--- src/rtl/alarm_sched_pkg.sv ---
// Shared types and constants for the alarm pattern scheduler.
package alarm_sched_pkg;

  typedef enum logic [1:0] {
    IDLE,
    LOAD,
    PLAY,
    GAP
  } state_t;

  // Shown on the hex display when no requester owns the output
  localparam logic [3:0] ID_IDLE = 4'hF;

  localparam int PAT_W_DEFAULT = 12;

endpackage

--- src/rtl/pattern_shifter.sv ---
// Parallel-load, shift-left-on-tick pattern register; the MSB is the serial bit.
module pattern_shifter #(
  parameter int PAT_W = 12
) (
  input  logic             clock,
  input  logic             reset_n,
  input  logic             load,
  input  logic             shift,
  input  logic [PAT_W-1:0] pattern,
  output logic             msb
);

  logic [PAT_W-1:0] shreg;

  always_ff @(posedge clock or negedge reset_n) begin
    if (!reset_n) begin
      shreg <= '0;
    end else if (load) begin
      shreg <= pattern;
    end else if (shift) begin
      shreg <= {shreg[PAT_W-2:0], 1'b0};
    end
  end

  assign msb = shreg[PAT_W-1];

endmodule

--- src/rtl/alarm_pattern_scheduler.sv ---
// Arbitrates alarm requesters and plays the winner's pattern serially, one bit per tick.
// Define ALARM_FIXED_PRIORITY_EN for lowest-index-wins arbitration instead of round-robin.
module alarm_pattern_scheduler
  import alarm_sched_pkg::*;
#(
  parameter int NUM_REQ   = 4,
  parameter int PAT_W     = PAT_W_DEFAULT,
  parameter int GAP_TICKS = 2
) (
  input  logic                     clock,
  input  logic                     reset_n,
  input  logic                     tick,
  input  logic [NUM_REQ-1:0]       req,
  input  logic [NUM_REQ*PAT_W-1:0] req_pattern,
  output logic [NUM_REQ-1:0]       grant,
  output logic                     busy,
  output logic                     bit_out,
  output logic [NUM_REQ-1:0]       done,
  output logic [3:0]               active_id
);

  localparam int CNT_W = $clog2(PAT_W + 1);

  state_t           state;
  logic [CNT_W-1:0] bit_cnt;
  logic [3:0]       gap_cnt;
  logic [3:0]       next_id;
  logic             found;
  logic [31:0]      req_ext;
  logic [PAT_W-1:0] sel_pattern;
  logic             shift_msb;
  logic             last_bit;

  assign req_ext = 32'(req);

`ifdef ALARM_FIXED_PRIORITY_EN
  always_comb begin
    next_id = '0;
    found   = 1'b0;
    for (int i = NUM_REQ - 1; i >= 0; i--) begin
      if (req_ext[5'(i)]) begin
        next_id = 4'(i);
        found   = 1'b1;
      end
    end
  end
`else
  logic [3:0] last_grant;
  logic [4:0] pos;

  // Search starts just after the previous winner so every requester gets a turn
  always_comb begin
    next_id = '0;
    found   = 1'b0;
    pos     = '0;
    for (int k = 1; k <= NUM_REQ; k++) begin
      pos = 5'(last_grant) + 5'(k);
      if (pos >= 5'(NUM_REQ)) begin
        pos = pos - 5'(NUM_REQ);
      end
      if (!found && req_ext[pos]) begin
        next_id = pos[3:0];
        found   = 1'b1;
      end
    end
  end

  always_ff @(posedge clock or negedge reset_n) begin
    if (!reset_n) begin
      last_grant <= 4'(NUM_REQ - 1);
    end else if (state == IDLE && found) begin
      last_grant <= next_id;
    end
  end
`endif

  always_comb begin
    sel_pattern = '0;
    for (int i = 0; i < NUM_REQ; i++) begin
      if (active_id == 4'(i)) begin
        sel_pattern = req_pattern[i*PAT_W +: PAT_W];
      end
    end
  end

  assign last_bit = (state == PLAY) && tick && (bit_cnt == CNT_W'(1));

  always_ff @(posedge clock or negedge reset_n) begin
    if (!reset_n) begin
      state     <= IDLE;
      grant     <= '0;
      busy      <= 1'b0;
      active_id <= ID_IDLE;
      bit_cnt   <= '0;
      gap_cnt   <= '0;
    end else begin
      case (state)
        IDLE: begin
          if (found) begin
            state     <= LOAD;
            busy      <= 1'b1;
            grant     <= NUM_REQ'(1) << next_id;
            active_id <= next_id;
          end
        end
        LOAD: begin
          state   <= PLAY;
          bit_cnt <= CNT_W'(PAT_W);
        end
        PLAY: begin
          if (tick) begin
            bit_cnt <= bit_cnt - CNT_W'(1);
            if (last_bit) begin
              grant <= '0;
              if (GAP_TICKS == 0) begin
                state     <= IDLE;
                busy      <= 1'b0;
                active_id <= ID_IDLE;
              end else begin
                state   <= GAP;
                gap_cnt <= 4'(GAP_TICKS);
              end
            end
          end
        end
        GAP: begin
          if (tick) begin
            gap_cnt <= gap_cnt - 4'd1;
            if (gap_cnt == 4'd1) begin
              state     <= IDLE;
              busy      <= 1'b0;
              active_id <= ID_IDLE;
            end
          end
        end
        default: begin
          state <= IDLE;
        end
      endcase
    end
  end

  pattern_shifter #(
    .PAT_W(PAT_W)
  ) u_shifter (
    .clock   (clock),
    .reset_n (reset_n),
    .load    (state == LOAD),
    .shift   ((state == PLAY) && tick),
    .pattern (sel_pattern),
    .msb     (shift_msb)
  );

  assign bit_out = (state == PLAY) && shift_msb;
  assign done    = last_bit ? grant : '0;

endmodule

--- config.mk ---
export PLATFORM = sky130hd
export DESIGN_NAME = alarm_pattern_scheduler
export DESIGN_NICKNAME = d
export VERILOG_FILES = /design/src/rtl/alarm_sched_pkg.sv /design/src/rtl/pattern_shifter.sv /design/src/rtl/alarm_pattern_scheduler.sv
export SDC_FILE = /design/constraint.sdc
export NUM_CORES = 1
export LEC_CHECK = 0
export CAP_MARGIN = 20
export CORE_ASPECT_RATIO = 0.5
export CORE_UTILIZATION = 40
export CTS_CLUSTER_DIAMETER = 60
export DETAILED_ROUTE_END_ITERATION = 8
export HOLD_SLACK_MARGIN = 0.05
export MAX_ROUTING_LAYER = met4
export PLACE_DENSITY = 0.74
export SYNTH_ARGS = -nofsm -noshare
export SYNTH_HDL_FRONTEND = slang
export SYNTH_SLANG_ARGS = --single-unit
--- constraint.sdc ---
create_clock -name clock -period 5.3 [get_ports clock]
set_input_delay 1.06 -clock clock [delete_from_list [all_inputs] [get_ports clock]]
set_output_delay 1.06 -clock clock [all_outputs]
set_load 0.01 [all_outputs]
# ---- Yosys cells after proc, flatten, opt, wreduce, memory -nomap -nowiden
# Cells that the tools add are included.
dict set report totals {
  ff_bits 35
  input_bits 55
  output_inout_bits 14
  word_cells 113
}
dict set report op_classes {
  shifts 1
  eq_ne 13
  mux 51
  reduce_logical 22
  add_sub_neg 10
  magnitude_cmp 8
}
# op n
set ops {}
lappend ops {{2-to-1 mux 12 bit} 6}
lappend ops {{2-to-1 mux 4 bit} 15}
lappend ops {{one-hot mux 4 bit (2 select lines)} 4}
lappend ops {{< comparator 5 x 6 -> 1 bit (second input constant)} 4}
lappend ops {{binary-select mux 1 bit (select 5 bit)} 4}
lappend ops {{greater-or-equal comparator 5 x 3 -> 1 bit (second input constant)} 4}
lappend ops {{2-to-1 mux 5 bit} 4}
lappend ops {{subtractor 5 x 3 -> 5 bit (second input constant)} 4}
lappend ops {{equality test 4 x 1 -> 1 bit (second input constant)} 3}
lappend ops {{AND reduction 4 bit} 3}
lappend ops {{2-to-1 mux 1 bit} 11}
lappend ops {{adder 4 x 2 -> 5 bit (second input constant)} 2}
lappend ops {{2-to-1 mux 2 bit} 5}
lappend ops {{inequality test 2 bit (second input constant)} 5}
lappend ops {{nonzero test 2 bit} 5}
lappend ops {{equality test 4 x 2 -> 1 bit (second input constant)} 2}
lappend ops {{one-hot mux 2 bit (4 select lines)} 1}
lappend ops {{subtractor 4 x 1 -> 4 bit (second input constant)} 2}
lappend ops {{logical AND 1 bit} 7}
lappend ops {{adder 4 x 1 -> 5 bit (second input constant)} 1}
lappend ops {{adder 4 x 3 -> 5 bit (second input constant)} 1}
lappend ops {{AND reduction 5 bit} 1}
lappend ops {{equality test 2 bit (second input constant)} 2}
lappend ops {{logical NOT 4 bit} 1}
lappend ops {{6 further kinds} 8}

# ---- Logic depth before layout (Yosys ltp)
dict set report depth {
  ltp_word 18
  depth_mapped 14
  mapped_depth_nobuf 13
}

# ---- Modules after synthesis
# From an unflattened synthesis, not the netlist that was laid out.
dict set report hier_totals {
  cells_unflattened 277
  hier_area_um2 2841.5
}
# mod n_inst area_each_um2 cells_each seq_area_each_um2
set by_module_without_submodules {}
lappend by_module_without_submodules {alarm_pattern_scheduler 1 2294.7 226 583.1}
lappend by_module_without_submodules {pattern_shifter 1 546.8 51 300.3}

# ---- Worst setup path before layout
# OpenSTA, ideal clock, no wires.
dict set report synth_timing {
  path_type {input to output}
  startpoint {input tick}
  endpoint {output done[0]}
  slack_ps 2109
  cell_stages 3
  t_arrival_ps 2131
  n_path_buf 0
  required_ps 4240
  cell_sequence {nand2_2 nor4b_1 and2_1}
}
dict set report synth_between {
  elab_chain_cells 3
}
# item line
set synth_lines {}
lappend synth_lines {{start, declared} alarm_pattern_scheduler.sv:12} ;# input logic tick,
lappend synth_lines {{logical AND 1 bit (2 in a row)} alarm_pattern_scheduler.sv:86} ;# assign last_bit = (state == PLAY) && tick && (bit_cnt == CNT_W'(1));
lappend synth_lines {{2-to-1 mux 4 bit} alarm_pattern_scheduler.sv:155} ;# assign done = last_bit ? grant : '0;
lappend synth_lines {{end, declared} alarm_pattern_scheduler.sv:18} ;# output logic [NUM_REQ-1:0] done,
# Every way passes these cells.

# ---- Worst setup path after layout
dict set report layout_timing {
  startpoint {input tick}
  endpoint {output done[2]}
}
# The elaborated chain is that of the path after synthesis.

==> flow_summary_export.csv <==
group,metric,value,unit
outcome,outcome,"complete, no violations",
power,leakage,0.00158,uW
placed_design,place_ws,1.15,ns
worst_setup_path,crit_family,"buffers and inverters",
placed_design,port_buffers,68,
min_path,hold_class,"reg -> reg",
worst_setup_path,required,4.24,ns
run,cap_violations,0,
logic_synthesis,yosysTopAreaCellShare,0.267,
sta,worstMarginPinSlew,0.559,ns
logic_synthesis,synth_edf_count,0,
sta,finalHoldViolCount,0,
clocking,cts-hold-fix-buffers,0,
cells_and_area,syn2layout_area_growth,33.0,%
drt,drt_iter0_markers,80,
floorplanning,ios,69,
sta,min_period,4.14,ns
worst_setup_path,crit_arrival,3.08,ns
worst_setup_path,slowest_delay,0.54,ns
drt,routed-wl-met2,2.81,mm
drt,wirelength,5.73,mm
drt,drcViolationCount,0,
cells_and_area,layout_commonest_cell,"clkdlybuf4s50_1",
logic_synthesis,yosys_warnings,0,
drt,top_layer_used,"met4",
sta,post-route-period-util,0.781,
sta,rsz0062_at_grt,"no",
global_route,overflow,0,
sta,timing.final.ws_setup,1.16,ns
logic_synthesis,syn_inst,255,
clocking,tritoncts,"built",
sta,slew_violations,0,
logic_synthesis,synth_area_leader_cell,"dfrtp_1",
worst_setup_path,cp_slowest_cell,"clkdlybuf4s50_1",
global_route,antenna_found_initial,0,
placed_design,post-dp-hpwl,4.50,mm
placed_design,place_congestion,0.782,
power,powerDensity,491,nW/um^2
drt,wire_per_inst,13.9,microns
cells_and_area,final_cell_mix,"clkdlybuf4s50_1 (68), inv_1 (30), dfrtp_1 (29), ha_1 (24), nand2_1 (17)",
sta,setup_violations,0,
floorplanning,die_w,118,microns
clocking,cts_sinks,35,
worst_setup_path,path_common_cell,"clkdlybuf4s50_1",
clocking,cts_setup_buffers,0,
floorplanning,core-area,6310,sq um
clocking,path_clk_slew,0.05,ns
global_route,grt_usage,0.182,
drt,firstDrtPassIters,4,
logic_synthesis,synth_ff_type,"dfrtp_1",
power,power,1770,uW
clocking,cts_buffer_depth,2,
clocking,root_buffer,"clkbuf_16",
cells_and_area,fin_nets,401,
global_route,grt_pass1_vias,2194,
worst_setup_path,cp_cell_sequence,"clkdlybuf4s50_1, nand2_2, nor4b_1, buf_4, and2_1, clkdlybuf4s50_1",
sta,tns,0,ns
worst_setup_path,crit_buf_inv,3,
floorplanning,die-area,7140,sq um
global_route,grt_pass1_wl,9.88,mm
worst_setup_path,critPathLaunchType,"primary input",
logic_synthesis,synth-async-reset-ratio,1.00,
global_route,grt_max_degree,36,
sta,fmax,0.242,GHz
logic_synthesis,syn-num-nets,334,
clocking,clk_latency,0.28,ns
clocking,cts.repair.resized,0,
sta,clock_skew,0.00413,ns
worst_setup_path,reg2reg_slack,1.97,ns
drt,m1WireLength,2.62,mm
cells_and_area,drive_gt1_frac,0.121,
logic_synthesis,synth.avg_cell_area,10.6,sq um
min_path,whs_path_depth,2,
drt,num_vias,2211,
floorplanning,die_h,60.2,microns
logic_synthesis,yosysSeqAreaShare,0.325,
worst_setup_path,critPathMaxFanout,18,
worst_setup_path,endpoint_kind,"output port",
cells_and_area,n_antenna_cell,0,
worst_setup_path,crit_cells,6,
logic_synthesis,ys_top_cells_by_area,"dfrtp_1 (27%), mux4_2 (12%), ha_1 (11%), dfstp_2 (5.8%), mux2i_1 (4.4%)",
power,max-vdd-ir-drop,0.188,mV
clocking,htreeDepth,2,
floorplanning,placementRows,20,
drt,viasPerCell,5.38,
logic_synthesis,ys_ff_latch,35,
logic_synthesis,ys_types,55,
sta,max_slew_margin,0.626,
clocking,cts_buffers,5,
worst_setup_path,critPathKind,"in -> out",
worst_setup_path,reg2regPathDepth,13,
drt,route.met3.wl,252,microns
floorplanning,start_util,0.430,
drt,postRouteAntennaNets,0,
logic_synthesis,syn_area,2710,sq um
cell type report:
cell class	instances	area, sq um
clock buffers	7	133
clock inverters	1	5.00
fillers	544	2700
inverters	30	113
multi-input cells	180	1670
flip-flops and latches	35	883
well taps	88	110
repair buffers	70	696
layer usage:
layer,vias up,GRT usage
li1,1069,-
met5,-,-
met4,0,0.0506
met3,7,0.0353
met1,1071,0.211
met2,64,0.329
cell usage after synthesis, types with 3 or more instances:
| cell type | count |
|---|---|
| mux4_2 | 14 |
| a21oi_1 | 6 |
| nor2_1 | 6 |
| nand2_1 | 17 |
| o21ai_0 | 9 |
| dfstp_2 | 6 |
| inv_1 | 30 |
| a2bb2oi_1 | 4 |
| ha_1 | 24 |
| a22o_1 | 3 |
| mux2i_1 | 12 |
| and2_1 | 8 |
| xnor2_1 | 7 |
| nand3_1 | 3 |
| buf_2 | 3 |
| or2_2 | 3 |
| clkbuf_1 | 4 |
| o22ai_1 | 12 |
| nand2b_1 | 5 |
| dfrtp_1 | 29 |
| nor2b_1 | 4 |
final timing paths:
path | endpoint | from
setup / recovery | done[2] | tick
hold / removal | u_shifter.shreg[0]$_DFFE_PN0P_ | u_shifter.shreg[0]$_DFFE_PN0P_
setup reg to reg | grant[0]$_DFFE_PN0P_ | last_grant[1]$_DFFE_PN1P_
hold reg to reg | u_shifter.shreg[0]$_DFFE_PN0P_ | u_shifter.shreg[0]$_DFFE_PN0P_
max in group asynchronous | last_grant[0]$_DFFE_PN1P_ | reset_n
min in group asynchronous | u_shifter.shreg[3]$_DFFE_PN0P_ | reset_n
stage by stage:
stage	cell area [sq um]	instances	hold WS, ns	util
final	3610	411	0.519	0.572
after global routing	3610	411	0.555	0.572
after CTS	3610	411	0.515	0.572
after detailed placement	3470	403	0.501	0.550
after global placement	3470	403	0.500	0.550
after floorplan	2710	255	0.477	-
cell families after synthesis:
kind of cell	share of synthesized area
AO/OA/AOI/OAI	0.169
flip-flops	0.325
AND/OR/NAND/NOR	0.121
adder cells (fa/ha/maj)	0.111
XOR/XNOR	0.0258
multiplexers	0.188
buffers and inverters	0.0595
tightest hold or removal path, delay by kind of cell, from the launching register on:
family	cells	cell delay [ns]
AND/OR/NAND/NOR	1	0.07
AO/OA/AOI/OAI	1	0.07
flip-flops	1	0.34
registers in the layout, indices dropped and copies added (netlist names):
name	cells
state	2
busy	1
gap_cnt	4
bit_cnt	4
u_shifter.shreg	12
active_id	4
grant	4
last_grant	4
power breakdown:
group | leakage (uW) | internal [uW] | switching, uW
logic | 0.00108 | 495 | 463
clock network | 0.0000679 | 173 | 105
registers | 0.000434 | 399 | 137
total | 0.00158 | 1070 | 705
No activity file was read; power rests on OpenSTA's default activity.
